## src/rtl/uart_loader_ctrl_pkg.sv

```systemverilog
// Shared types and byte constants for the UART program loader.
package loader_pkg;

    typedef enum logic [3:0] {
        ST_IDLE,
        ST_GET_AH,
        ST_GET_AL,
        ST_GET_LEN,
        ST_WR_DATA,
        ST_WR_CSUM,
        ST_RD_ADDR,
        ST_RD_WAIT,
        ST_RD_SEND,
        ST_RESP
    } state_e;

    typedef enum logic [1:0] {
        TX_IDLE,
        TX_PEND,
        TX_START,
        TX_WAIT
    } tx_state_e;

    localparam logic [7:0] CMD_W = 8'h57;
    localparam logic [7:0] CMD_R = 8'h52;
    localparam logic [7:0] CMD_G = 8'h47;
    localparam logic [7:0] CMD_H = 8'h48;
    localparam logic [7:0] ACK   = 8'h06;
    localparam logic [7:0] NAK   = 8'h15;

    // A length byte of zero encodes a full 256-byte transfer.
    function automatic logic [8:0] decode_len(input logic [7:0] b);
        return (b == 8'h00) ? 9'd256 : {1'b0, b};
    endfunction

endpackage

```

## src/rtl/uart_loader_ctrl_if.sv

```systemverilog
// Bundle of UART, memory-port and CPU-control signals around the loader.
interface uart_loader_ctrl_if #(
    parameter int ADDR_W = 8
);
    logic [7:0]        rx_data;
    logic              rx_valid;
    logic [7:0]        tx_data;
    logic              tx_start;
    logic              tx_busy;
    logic [ADDR_W-1:0] mem_addr;
    logic [7:0]        mem_wdata;
    logic              mem_we;
    logic [7:0]        mem_rdata;
    logic              mem_own;
    logic              cpu_halt;
    logic              cpu_rst_n;
    logic [4:0]        status;

    modport master (
        input  rx_data, rx_valid, tx_busy, mem_rdata,
        output tx_data, tx_start, mem_addr, mem_wdata, mem_we, mem_own,
               cpu_halt, cpu_rst_n, status
    );

    modport slave (
        output rx_data, rx_valid, tx_busy, mem_rdata,
        input  tx_data, tx_start, mem_addr, mem_wdata, mem_we, mem_own,
               cpu_halt, cpu_rst_n, status
    );
endinterface

```

## src/rtl/uart_loader_ctrl_tx_seq.sv

```systemverilog
// Single-byte UART TX handshake: latch byte, wait for idle line, pulse start, wait for busy to fall.
module loader_tx_seq
    import loader_pkg::*;
(
    input  logic       clk,
    input  logic       rst_n,
    input  logic       req_i,
    input  logic [7:0] byte_i,
    input  logic       tx_busy_i,
    output logic       tx_start_o,
    output logic [7:0] tx_data_o,
    output logic       done_o,
    output logic       active_o
);
    tx_state_e  state_q, state_d;
    logic [7:0] data_q, data_d;

    always_ff @(posedge clk) begin
        if (!rst_n) begin
            state_q <= TX_IDLE;
            data_q  <= 8'h00;
        end else begin
            state_q <= state_d;
            data_q  <= data_d;
        end
    end

    // START always moves to WAIT, so two start pulses can never be adjacent.
    always_comb begin
        state_d = state_q;
        data_d  = data_q;
        done_o  = 1'b0;
        case (state_q)
            TX_IDLE: begin
                if (req_i) begin
                    data_d  = byte_i;
                    state_d = TX_PEND;
                end
            end
            TX_PEND:  if (!tx_busy_i) state_d = TX_START;
            TX_START: state_d = TX_WAIT;
            TX_WAIT: begin
                if (!tx_busy_i) begin
                    done_o  = 1'b1;
                    state_d = TX_IDLE;
                end
            end
            default:  state_d = TX_IDLE;
        endcase
    end

    assign tx_start_o = (state_q == TX_START);
    assign tx_data_o  = data_q;
    assign active_o   = (state_q != TX_IDLE);

endmodule

```

## src/rtl/uart_loader_ctrl.sv

```systemverilog
// UART command loader: halts the CPU, writes/reads program memory, releases via a CPU reset pulse.
// Optional build macro LOADER_CHECKSUM_EN appends a checksum byte to every 'W' command.
module uart_loader_ctrl
    import loader_pkg::*;
#(
    parameter int ADDR_W      = 8,
    parameter int TIMEOUT_CYC = 120000,
    parameter bit HALT_ON_RST = 1'b1
) (
    input  logic                clk,
    input  logic                rst_n,
    uart_loader_ctrl_if.master  bus
);
    localparam int TMO_W = $clog2(TIMEOUT_CYC + 1);

    state_e            state_q, state_d;
    logic [7:0]        cmd_q, cmd_d;
    logic [7:0]        ah_q, ah_d;
    logic [ADDR_W-1:0] addr_q, addr_d;
    logic [8:0]        len_q, len_d;
    logic [7:0]        resp_q, resp_d;
    logic [7:0]        rd_q, rd_d;
    logic [7:0]        csum_q, csum_d;
    logic [TMO_W-1:0]  tmo_q, tmo_d;
    logic              halt_q, halt_d;
    logic              cpu_rst_n_q, cpu_rst_n_d;
    logic              err_q, err_d;
    logic              rx_seen_q, rx_seen_d;
    logic              mem_we_q, mem_we_d;
    logic [ADDR_W-1:0] mem_addr_q, mem_addr_d;
    logic [7:0]        mem_wdata_q, mem_wdata_d;
    logic              tx_req_q, tx_req_d;

    logic              rx;
    logic [7:0]        rx_byte;
    logic [15:0]       addr_full;
    logic [7:0]        csum_sum;
    logic              in_timed;
    logic              tmo_hit;
    logic [7:0]        tx_byte;
    logic              tx_done;
    logic              tx_active;
    logic              tx_start;
    logic [7:0]        tx_data;

    assign rx        = bus.rx_valid;
    assign rx_byte   = bus.rx_data;
    assign addr_full = {ah_q, rx_byte};
    assign csum_sum  = csum_q + rx_byte;
    assign in_timed  = (state_q == ST_GET_AH) || (state_q == ST_GET_AL) ||
                       (state_q == ST_GET_LEN) || (state_q == ST_WR_DATA) ||
                       (state_q == ST_WR_CSUM);
    // A byte arriving in the expiry cycle wins over the timeout.
    assign tmo_hit   = in_timed && !rx && (tmo_q == TMO_W'(TIMEOUT_CYC - 1));
    assign tx_byte   = (state_q == ST_RD_SEND) ? rd_q : resp_q;

    loader_tx_seq u_tx_seq (
        .clk        (clk),
        .rst_n      (rst_n),
        .req_i      (tx_req_q),
        .byte_i     (tx_byte),
        .tx_busy_i  (bus.tx_busy),
        .tx_start_o (tx_start),
        .tx_data_o  (tx_data),
        .done_o     (tx_done),
        .active_o   (tx_active)
    );

    always_ff @(posedge clk) begin
        if (!rst_n) begin
            state_q     <= ST_IDLE;
            cmd_q       <= 8'h00;
            ah_q        <= 8'h00;
            addr_q      <= '0;
            len_q       <= 9'd0;
            resp_q      <= 8'h00;
            rd_q        <= 8'h00;
            csum_q      <= 8'h00;
            tmo_q       <= '0;
            halt_q      <= HALT_ON_RST;
            cpu_rst_n_q <= 1'b1;
            err_q       <= 1'b0;
            rx_seen_q   <= 1'b0;
            mem_we_q    <= 1'b0;
            mem_addr_q  <= '0;
            mem_wdata_q <= 8'h00;
            tx_req_q    <= 1'b0;
        end else begin
            state_q     <= state_d;
            cmd_q       <= cmd_d;
            ah_q        <= ah_d;
            addr_q      <= addr_d;
            len_q       <= len_d;
            resp_q      <= resp_d;
            rd_q        <= rd_d;
            csum_q      <= csum_d;
            tmo_q       <= tmo_d;
            halt_q      <= halt_d;
            cpu_rst_n_q <= cpu_rst_n_d;
            err_q       <= err_d;
            rx_seen_q   <= rx_seen_d;
            mem_we_q    <= mem_we_d;
            mem_addr_q  <= mem_addr_d;
            mem_wdata_q <= mem_wdata_d;
            tx_req_q    <= tx_req_d;
        end
    end

    always_comb begin
        state_d     = state_q;
        cmd_d       = cmd_q;
        ah_d        = ah_q;
        addr_d      = addr_q;
        len_d       = len_q;
        resp_d      = resp_q;
        rd_d        = rd_q;
        csum_d      = csum_q;
        halt_d      = halt_q;
        cpu_rst_n_d = 1'b1;
        err_d       = err_q;
        rx_seen_d   = rx_seen_q | rx;
        mem_we_d    = 1'b0;
        mem_addr_d  = mem_addr_q;
        mem_wdata_d = mem_wdata_q;
        tmo_d       = (in_timed && !rx) ? tmo_q + TMO_W'(1) : '0;

        // The CPU leaves halt in the cycle after its reset pulse.
        if (!cpu_rst_n_q) halt_d = 1'b0;

        case (state_q)
            ST_IDLE: begin
                if (rx) begin
                    case (rx_byte)
                        CMD_H: begin
                            halt_d  = 1'b1;
                            err_d   = 1'b0;
                            resp_d  = ACK;
                            state_d = ST_RESP;
                        end
                        CMD_G: begin
                            cpu_rst_n_d = 1'b0;
                            resp_d      = ACK;
                            state_d     = ST_RESP;
                        end
                        CMD_W, CMD_R: begin
                            cmd_d   = rx_byte;
                            state_d = ST_GET_AH;
                        end
                        default: begin
                            resp_d  = NAK;
                            state_d = ST_RESP;
                        end
                    endcase
                end
            end
            ST_GET_AH: begin
                if (rx) begin
                    ah_d    = rx_byte;
                    csum_d  = rx_byte;
                    state_d = ST_GET_AL;
                end
            end
            ST_GET_AL: begin
                if (rx) begin
                    addr_d  = addr_full[ADDR_W-1:0];
                    csum_d  = csum_sum;
                    state_d = ST_GET_LEN;
                end
            end
            ST_GET_LEN: begin
                if (rx) begin
                    len_d  = decode_len(rx_byte);
                    csum_d = csum_sum;
                    if (!halt_q) begin
                        resp_d  = NAK;
                        state_d = ST_RESP;
                    end else if (cmd_q == CMD_W) begin
                        state_d = ST_WR_DATA;
                    end else begin
                        mem_addr_d = addr_q;
                        state_d    = ST_RD_ADDR;
                    end
                end
            end
            ST_WR_DATA: begin
                if (rx) begin
                    mem_we_d    = 1'b1;
                    mem_addr_d  = addr_q;
                    mem_wdata_d = rx_byte;
                    addr_d      = addr_q + ADDR_W'(1);
                    len_d       = len_q - 9'd1;
                    csum_d      = csum_sum;
                    if (len_q == 9'd1) begin
`ifdef LOADER_CHECKSUM_EN
                        state_d = ST_WR_CSUM;
`else
                        resp_d  = ACK;
                        state_d = ST_RESP;
`endif
                    end
                end
            end
            ST_WR_CSUM: begin
                if (rx) begin
                    if (csum_sum == 8'h00) begin
                        resp_d = ACK;
                    end else begin
                        resp_d = NAK;
                        err_d  = 1'b1;
                    end
                    state_d = ST_RESP;
                end
            end
            ST_RD_ADDR: state_d = ST_RD_WAIT;
            ST_RD_WAIT: begin
                rd_d    = bus.mem_rdata;
                state_d = ST_RD_SEND;
            end
            ST_RD_SEND: begin
                if (tx_done) begin
                    addr_d = addr_q + ADDR_W'(1);
                    len_d  = len_q - 9'd1;
                    if (len_q == 9'd1) begin
                        resp_d  = ACK;
                        state_d = ST_RESP;
                    end else begin
                        mem_addr_d = addr_q + ADDR_W'(1);
                        state_d    = ST_RD_ADDR;
                    end
                end
            end
            ST_RESP:    if (tx_done) state_d = ST_IDLE;
            default:    state_d = ST_IDLE;
        endcase

        if (tmo_hit) begin
            resp_d  = NAK;
            err_d   = 1'b1;
            tmo_d   = '0;
            state_d = ST_RESP;
        end

        tx_req_d = (state_d != state_q) &&
                   ((state_d == ST_RD_SEND) || (state_d == ST_RESP));
    end

    assign bus.tx_start  = tx_start;
    assign bus.tx_data   = tx_data;
    assign bus.mem_addr  = mem_addr_q;
    assign bus.mem_wdata = mem_wdata_q;
    assign bus.mem_we    = mem_we_q;
    assign bus.mem_own   = halt_q;
    assign bus.cpu_halt  = halt_q;
    assign bus.cpu_rst_n = cpu_rst_n_q;
    assign bus.status    = {err_q, halt_q, (state_q != ST_IDLE), rx_seen_q, tx_active};

endmodule
```

## src/flat_wrapper.sv

```systemverilog
// flat-port wrapper written by rule: the top's interface ports become plain ports
module uart_loader_ctrl_flat import loader_pkg::*;
#(
    parameter int ADDR_W      = 8,
    parameter int TIMEOUT_CYC = 120000,
    parameter bit HALT_ON_RST = 1'b1
)
  (clk, rst_n, bus_rx_data, bus_rx_valid, bus_tx_busy, bus_mem_rdata, bus_tx_data, bus_tx_start, bus_mem_addr, bus_mem_wdata, bus_mem_we, bus_mem_own, bus_cpu_halt, bus_cpu_rst_n, bus_status);
  uart_loader_ctrl_if #(.ADDR_W(ADDR_W)) bus_i ();
  input  logic clk;
  input  logic rst_n;
  input wire logic [$bits(bus_i.rx_data)-1:0] bus_rx_data;
  input wire logic [$bits(bus_i.rx_valid)-1:0] bus_rx_valid;
  input wire logic [$bits(bus_i.tx_busy)-1:0] bus_tx_busy;
  input wire logic [$bits(bus_i.mem_rdata)-1:0] bus_mem_rdata;
  output wire logic [$bits(bus_i.tx_data)-1:0] bus_tx_data;
  output wire logic [$bits(bus_i.tx_start)-1:0] bus_tx_start;
  output wire logic [$bits(bus_i.mem_addr)-1:0] bus_mem_addr;
  output wire logic [$bits(bus_i.mem_wdata)-1:0] bus_mem_wdata;
  output wire logic [$bits(bus_i.mem_we)-1:0] bus_mem_we;
  output wire logic [$bits(bus_i.mem_own)-1:0] bus_mem_own;
  output wire logic [$bits(bus_i.cpu_halt)-1:0] bus_cpu_halt;
  output wire logic [$bits(bus_i.cpu_rst_n)-1:0] bus_cpu_rst_n;
  output wire logic [$bits(bus_i.status)-1:0] bus_status;
  assign bus_i.rx_data = bus_rx_data;
  assign bus_i.rx_valid = bus_rx_valid;
  assign bus_i.tx_busy = bus_tx_busy;
  assign bus_i.mem_rdata = bus_mem_rdata;
  assign bus_tx_data = bus_i.tx_data;
  assign bus_tx_start = bus_i.tx_start;
  assign bus_mem_addr = bus_i.mem_addr;
  assign bus_mem_wdata = bus_i.mem_wdata;
  assign bus_mem_we = bus_i.mem_we;
  assign bus_mem_own = bus_i.mem_own;
  assign bus_cpu_halt = bus_i.cpu_halt;
  assign bus_cpu_rst_n = bus_i.cpu_rst_n;
  assign bus_status = bus_i.status;
  uart_loader_ctrl #(.ADDR_W(ADDR_W), .TIMEOUT_CYC(TIMEOUT_CYC), .HALT_ON_RST(HALT_ON_RST)) u_core (.clk(clk), .rst_n(rst_n), .bus(bus_i));
endmodule
```

## config.mk

```make
export PLATFORM = sky130hd
export DESIGN_NAME = uart_loader_ctrl_flat
export DESIGN_NICKNAME = d
export VERILOG_FILES = /design/src/rtl/uart_loader_ctrl_pkg.sv /design/src/rtl/uart_loader_ctrl_if.sv /design/src/rtl/uart_loader_ctrl_tx_seq.sv /design/src/rtl/uart_loader_ctrl.sv /design/src/flat_wrapper.sv
export SDC_FILE = /design/constraint.sdc
export NUM_CORES = 1
export LEC_CHECK = 0
export CAP_MARGIN = 40
export CELL_PAD_IN_SITES_DETAIL_PLACEMENT = 2
export CELL_PAD_IN_SITES_GLOBAL_PLACEMENT = 2
export CORE_UTILIZATION = 37
export CTS_CLUSTER_SIZE = 25
export DETAILED_ROUTE_END_ITERATION = 16
export GPL_TIMING_DRIVEN = 0
export PLACE_DENSITY_LB_ADDON = 0.12
export SLEW_MARGIN = 20
export SYNTH_ARGS = -nofsm -noshare
export SYNTH_HDL_FRONTEND = slang
export SYNTH_SLANG_ARGS = --single-unit
export TNS_END_PERCENT = 100
```

## constraint.sdc

```tcl
create_clock -name clk -period 5.1 [get_ports clk]
set_clock_uncertainty 0.15 [all_clocks]
set_input_delay 0.51 -clock clk [delete_from_list [all_inputs] [get_ports clk]]
set_output_delay 0.51 -clock clk [all_outputs]
set_load 0.02 [all_outputs]
```

Word level (Yosys, flattened, before mapping)
Cells that the tools add are included.

Reduce and logical (&&, ||, !) cells: 39. Equality and inequality tests: 47. Mux-type cells: 63. Add/sub/neg operators: 4. Bitwise logic cells: 3.

Operators by type and width (number): $mux W8 (18); $mux W4 (13); $pmux W8 S3 (2); $eq A8 B7 Y1 const B (5); $pmux W4 S10 (1); $pmux W8 S5 (1); $mux W9 (4); $pmux W8 S2 (2); $pmux W9 S3 (1); $ne A2 B2 Y1 const B (12); $ne A3 B2 Y1 const B (7); $add A17 B1 Y17 const B (1); $eq A17 B17 Y1 const B (1); $eq A4 B3 Y1 const B (4); $eq A4 B4 Y1 const B (4); $logic_not A8 Y1 (2); $reduce_and A8 Y1 (2); $mux W1 (13); $reduce_and A3 Y1 (4); $mux W5 (2); $eq A9 B1 Y1 const B (1); $reduce_bool A3 Y1 (3); $sub A9 B1 Y9 const B (1); $add A8 B1 Y8 const B (1); other kinds (29) (51).

Bits in registers: 102. Output and inout port bits: 34. Input bits: 20. Logic and storage cells: 175.

Logic depth before layout (Yosys ltp)
Depth after elaboration: 11. Mapped depth: 9. Gate-level depth less buffers: 8.

Cells and area by module
A second synthesis with hierarchy kept.

Cells, all modules: 632. Area total of the unflattened synthesis: 5180.0 µm².

Modules (own cells, without submodules): uart_loader_ctrl (cells each 577, area an instance 4683.2 µm², seq. area each 1761.7 µm², times used 1); loader_tx_seq (cells each 55, area an instance 496.7 µm², seq. area each 200.2 µm², times used 1).

Worst setup path after synthesis
Ideal clock, no wire load.

Kind: input -> register. Start point: input bus_rx_data[0]. End point: register u_core.resp_q[1]. Arrival: 2.766 ns. Library setup time: 0.070 ns. Path buffers: 0. Required time: 4.880 ns. Stages on the path: 8. Slack: 2.114 ns. Cell sequence: ha_1 -> fa_1 -> a211oi_1 -> nor2_1 -> xor2_1 -> or4b_1 -> or4b_1 -> a21oi_1.

Longest elaborated chain between the ends: 5. Elaborated cells between the ends (all ways): 15. Classes of those cells: 1 x add/sub; 5 x eq/ne; 5 x mux; 4 x reduce/logical.

RTL lines: from (decl) (RTL line flat_wrapper.sv:12) `input wire logic [$bits(bus_i.rx_data)-1:0] bus_rx_data;`; $add A8 B8 Y8 / $eq A8 B7 Y1 (equally long branches) (RTL line uart_loader_ctrl.sv:49, uart_loader_ctrl.sv:133); $logic_not A8 Y1, or another cell as far along (RTL line uart_loader_ctrl.sv:205) `if (csum_sum == 8'h00) begin`; $mux W5 / $pmux W8 S2 (equally long branches) (RTL line uart_loader_ctrl.sv:205, uart_loader_ctrl.sv:133); $mux W8 (on tied branches) (RTL line uart_loader_ctrl.sv:204, uart_loader_ctrl.sv:132); $pmux W8 S5 (RTL line uart_loader_ctrl.sv:130) `case (state_q)`; to (signal assigned) (RTL line uart_loader_ctrl.sv:94) `resp_q <= resp_d;`; to (decl) (RTL line uart_loader_ctrl.sv:21) `logic [7:0] resp_q, resp_d;`.

Several ways; a longest one is shown, not always the timed one. The select of a mux whose other input is x is not followed. A chain may end at the register's enable or synchronous reset.

Worst setup path in the final report
Start point: input bus_rx_data[1]. End point: register u_core.resp_q[0].

Longest elaborated chain between the ends: 6. Elaborated cells between the ends (all ways): 16. Classes of those cells: 1 x add/sub; 5 x eq/ne; 6 x mux; 4 x reduce/logical.

RTL lines: $add A8 B8 Y8 / $eq A8 B7 Y1 (equally long branches) (RTL line uart_loader_ctrl.sv:49, uart_loader_ctrl.sv:133); $logic_not A8 Y1, or another cell as far along (RTL line uart_loader_ctrl.sv:205); $mux W5 / $pmux W8 S2 (equally long branches) (RTL line uart_loader_ctrl.sv:205, uart_loader_ctrl.sv:133); $mux W8 (on tied branches) (RTL line uart_loader_ctrl.sv:204, uart_loader_ctrl.sv:132); $pmux W8 S5 (RTL line uart_loader_ctrl.sv:130); $mux W5 (RTL line uart_loader_ctrl.sv:236) `if (tmo_hit) begin`.

Several ways; a longest one is shown, not always the timed one. The select of a mux whose other input is x is not followed.

==> results by group <==
Global route
  • Initial antenna violation count: 0
  • Vias in the first global route: 5,355
  • Largest net degree at the start of global routing: 17
  • GRT overflow: 0
  • First-pass GRT wire length: 28.75 mm
  • Global Route Usage Sum: 26.04%

Detailed routing
  • First-iteration detailed-routing DRC count: 237
  • Drt drc: 0
  • Detailed Routing Iterations Pass 1: 4
  • DR vias: 4,876
  • Detailed Route WL: 17.57 mm
  • DR vias/cell: 5.611
  • Post-DRT Antenna Nets: 0
  • Wirelength per Cell: 20.22 um

Clock network
  • Root Buffer: clkbuf_16
  • Post-CTS Setup Inserts: 0
  • Hold buffer count at cts: 0
  • Max H-tree Level: 3
  • CTS clk-pin slew, worst paths: 0.07 ns
  • Clock sink count: 98
  • Num CTS Buffers: 9
  • Post-CTS Resized: 0
  • Clk buf depth: 2
  • Clock Latency Late Sink: 0.36 ns
  • CTS tree: done

Synth
  • Post-Syn Area: 5091 sq um
  • Mean area per synthesized cell: 8.185 sq um
  • Syn Inst Count: 622
  • Ys async rst share: 0%
  • Post-synth net total: 659
  • Largest cells by area after synthesis: dfxtp_1 39%, nor2_1 6.4%, nand2_1 5.4%
  • Total number of yosys warnings: 0
  • Seq cells post-synth: 98
  • Netlist cell types: 63
  • Yosys top cell area share: 38.54%
  • Synth Flop Type: dfxtp_1
  • Area leader, netlist: dfxtp_1
  • Seq/Total Area, Yosys: 38.54%
  • EDFF count, synth: 0

Place
  • Post-placement cell count: 852
  • Port Buf Inserts: 52
  • Gpl congestion: 0.8266
  • Detail Placement HPWL: 13.10 mm

Critical path
  • Slowest stage delay, CP: 0.64 ns
  • Worst Reg2Reg Path Length in Cells: 8
  • Critical path startpoint: bus_rx_data[1]
  • CP required: 5.15 ns
  • WP data arrival: 3.58 ns
  • Crit path launch type: primary input
  • Buf/Inv on CP: 1
  • Crit. End Element: flop
  • Crit-path cells: clkdlybuf4s50_1, fa_1, a211oi_1, nor2_1, xor2_1, or4b_1, o31ai_1, a311oi_1
  • Slowest cell on the critical path: clkdlybuf4s50_1
  • CP Max Fanout: 8
  • Crit path max-delay family: compound AO/OA/AOI/OAI gates
  • Reg2reg start: u_core.csum_q[0]
  • Critical R2R Capture: u_core.resp_q[0]
  • R2R Setup Slk: 1.93 ns
  • CP Depth: 8
  • CP Class: primary input to flop
  • Crit path to: u_core.resp_q[0]

Pwr
  • Maximum vdd drop: 0.1729 mV
  • Pleak: 2.211 nW
  • Power Total: 2.684 mW
  • Pwr Density: 434.7 nW/um^2

Floorplan
  • Die area: 14,230 sq um
  • Initial Util: 38.14%
  • Total core area: 13,350 sq um
  • Die W: 119.3 um
  • Die Ht: 119.3 um
  • FP Rows: 42
  • I/O Pins: 54

Timing
  • Post-layout min period: 3.531 ns
  • Slew Limit Fails: 0
  • Setup tns final: 0 ns
  • Worst slew pin tran: 0.8573 ns
  • Hold Vio Cnt, Final: 0
  • Highest clock rate: 0.2832 GHz
  • Fin crit share: 69.24%
  • # setup viols final: 0
  • Rel. slew slack: 42.32%
  • RSZ-0062 raised after global routing: false

Layout
  • Nets: 725
  • # diodes: 0
  • Share of cells above drive strength 1: 6.349%
  • Syn-to-layout area delta: 21.28%
  • Non-Filler Instances: 869

Hold path
  • Hold crit path type: flop to flop

Status
  • Status: finished, final reports clean

Run
  • Max Cap Viol: 0
-- power breakdown --
part	switching (mW)	internal [mW]
clock	0.314	0.432
sequential	0.0716	0.846
combinational	0.637	0.383
-- cells in the mapped netlist, types with 3 or more instances --
library cell   n
buf_4          5
mux2i_1       24
o31ai_1        6
ha_1          16
or3_1          4
nand4_1        8
o21bai_1       3
nor3b_1        3
and3_1         8
nand2b_1       7
nor3_1        13
or2_2          4
o21ai_0       27
nand3_1       18
nor4_1         4
buf_2          6
xor2_1        12
a31oi_1        7
a211o_1        3
dfxtp_1       98
nor2b_1       14
o21a_1         5
xnor2_1       17
a311oi_1       5
a21oi_1       37
and2_1         6
nand2_1       73
clkbuf_1      29
nor2_1        87
inv_1          8
a22oi_1        9
a21boi_0       8
a211oi_1       8
-- metal layers --
layer	track usage [%]	share of wire, %	vias up
met1	31.33	43	2430
met2	45.78	50	97
li1	-	-	2313
met3	3.592	3.6	36
met4	11.88	3.0	0
met5	0	0	-
-- worst reg2reg max path, delay by kind of cell, from the launching register on --
kind	cells	cell delay, ns
AND/OR/NAND/NOR	2	0.64
flip-flops	1	0.32
adder cells (fa/ha/maj)	2	0.67
XOR/XNOR	1	0.16
AO/OA/AOI/OAI	3	1.06
-- kinds of logic (layout without fill, tap and decap cells) --
group | Yosys count | after routing | synth area share (%)
compound gates | 135 | 135 | 17.42
simple gates | 268 | 268 | 25.58
buf+inv | 50 | 121 | 4.202
fa+ha+maj | 17 | 17 | 4.325
flops | 98 | 98 | 38.54
xor+xnor | 29 | 29 | 4.989
mux | 25 | 25 | 4.940
-- flip-flops by register name (all words and copies together), names as in the netlist, 8 cells and up --
name,count
u_core.addr_q,8
u_core.bus.mem_addr,8
u_core.bus.mem_wdata,8
u_core.cmd_q,8
u_core.csum_q,8
u_core.len_q,9
u_core.rd_q,8
u_core.tmo_q,17
u_core.u_tx_seq.tx_data_o,8
-- stage by stage --
step,hold slack [ns],util [%],instance area (sq um),setup slack [ns]
floorplan,0.2812,-,5091,2.114
global placement,0.2854,43.69,5832,1.353
detailed placement,0.3043,43.81,5848,1.260
CTS,0.3142,46.20,6167,1.635
global route,0.3242,46.26,6175,1.473
finish,0.3074,46.26,6175,1.569
-- layout by cell type, fill, tap and decap left out, drive strengths merged, types with 5 or more instances in the layout --
cell type and n:
nand4 8, a21oi 37, o21a 5, nor4 6, inv 10, a21boi 8, and3 8, nand2 73
xor2 12, a31oi 7, xnor2 17, nand3 18, and2 6, a311oi 5, buf 15, nor3 14
mux2i 24, clkbuf 39, o21ai 28, nor2 88, a211oi 9, o31ai 6, dfxtp 98, clkdlybuf4s50 52
nor2b 14, a22oi 9, nand2b 7, ha 16
-- how the worst min path moves through the flow --
stage	start	to	depth (start not counted)
global route	u_core.u_tx_seq.tx_data_o[5]	u_core.u_tx_seq.tx_data_o[5]	2
global placement	u_core.bus.cpu_rst_n	u_core.bus.cpu_halt	2
finish	u_core.u_tx_seq.tx_data_o[5]	u_core.u_tx_seq.tx_data_o[5]	2
floorplan	u_core.cmd_q[4]	u_core.cmd_q[4]	2
detailed placement	u_core.u_tx_seq.tx_data_o[5]	u_core.u_tx_seq.tx_data_o[5]	2
CTS	u_core.u_tx_seq.tx_data_o[5]	u_core.u_tx_seq.tx_data_o[5]	2
-- area by class of cell --
type | instances | area [sq um]
repair buffers | 55 | 544.3
clock inverters | 6 | 90.09
plain buffers | 41 | 180.2
inverters | 9 | 33.78
well taps | 176 | 220.2
clock buffers | 10 | 229.0
multi-input cells | 474 | 2915
fillers | 1546 | 7173
flip-flops and latches | 98 | 1962
No activity file was read; power rests on OpenSTA's default activity.
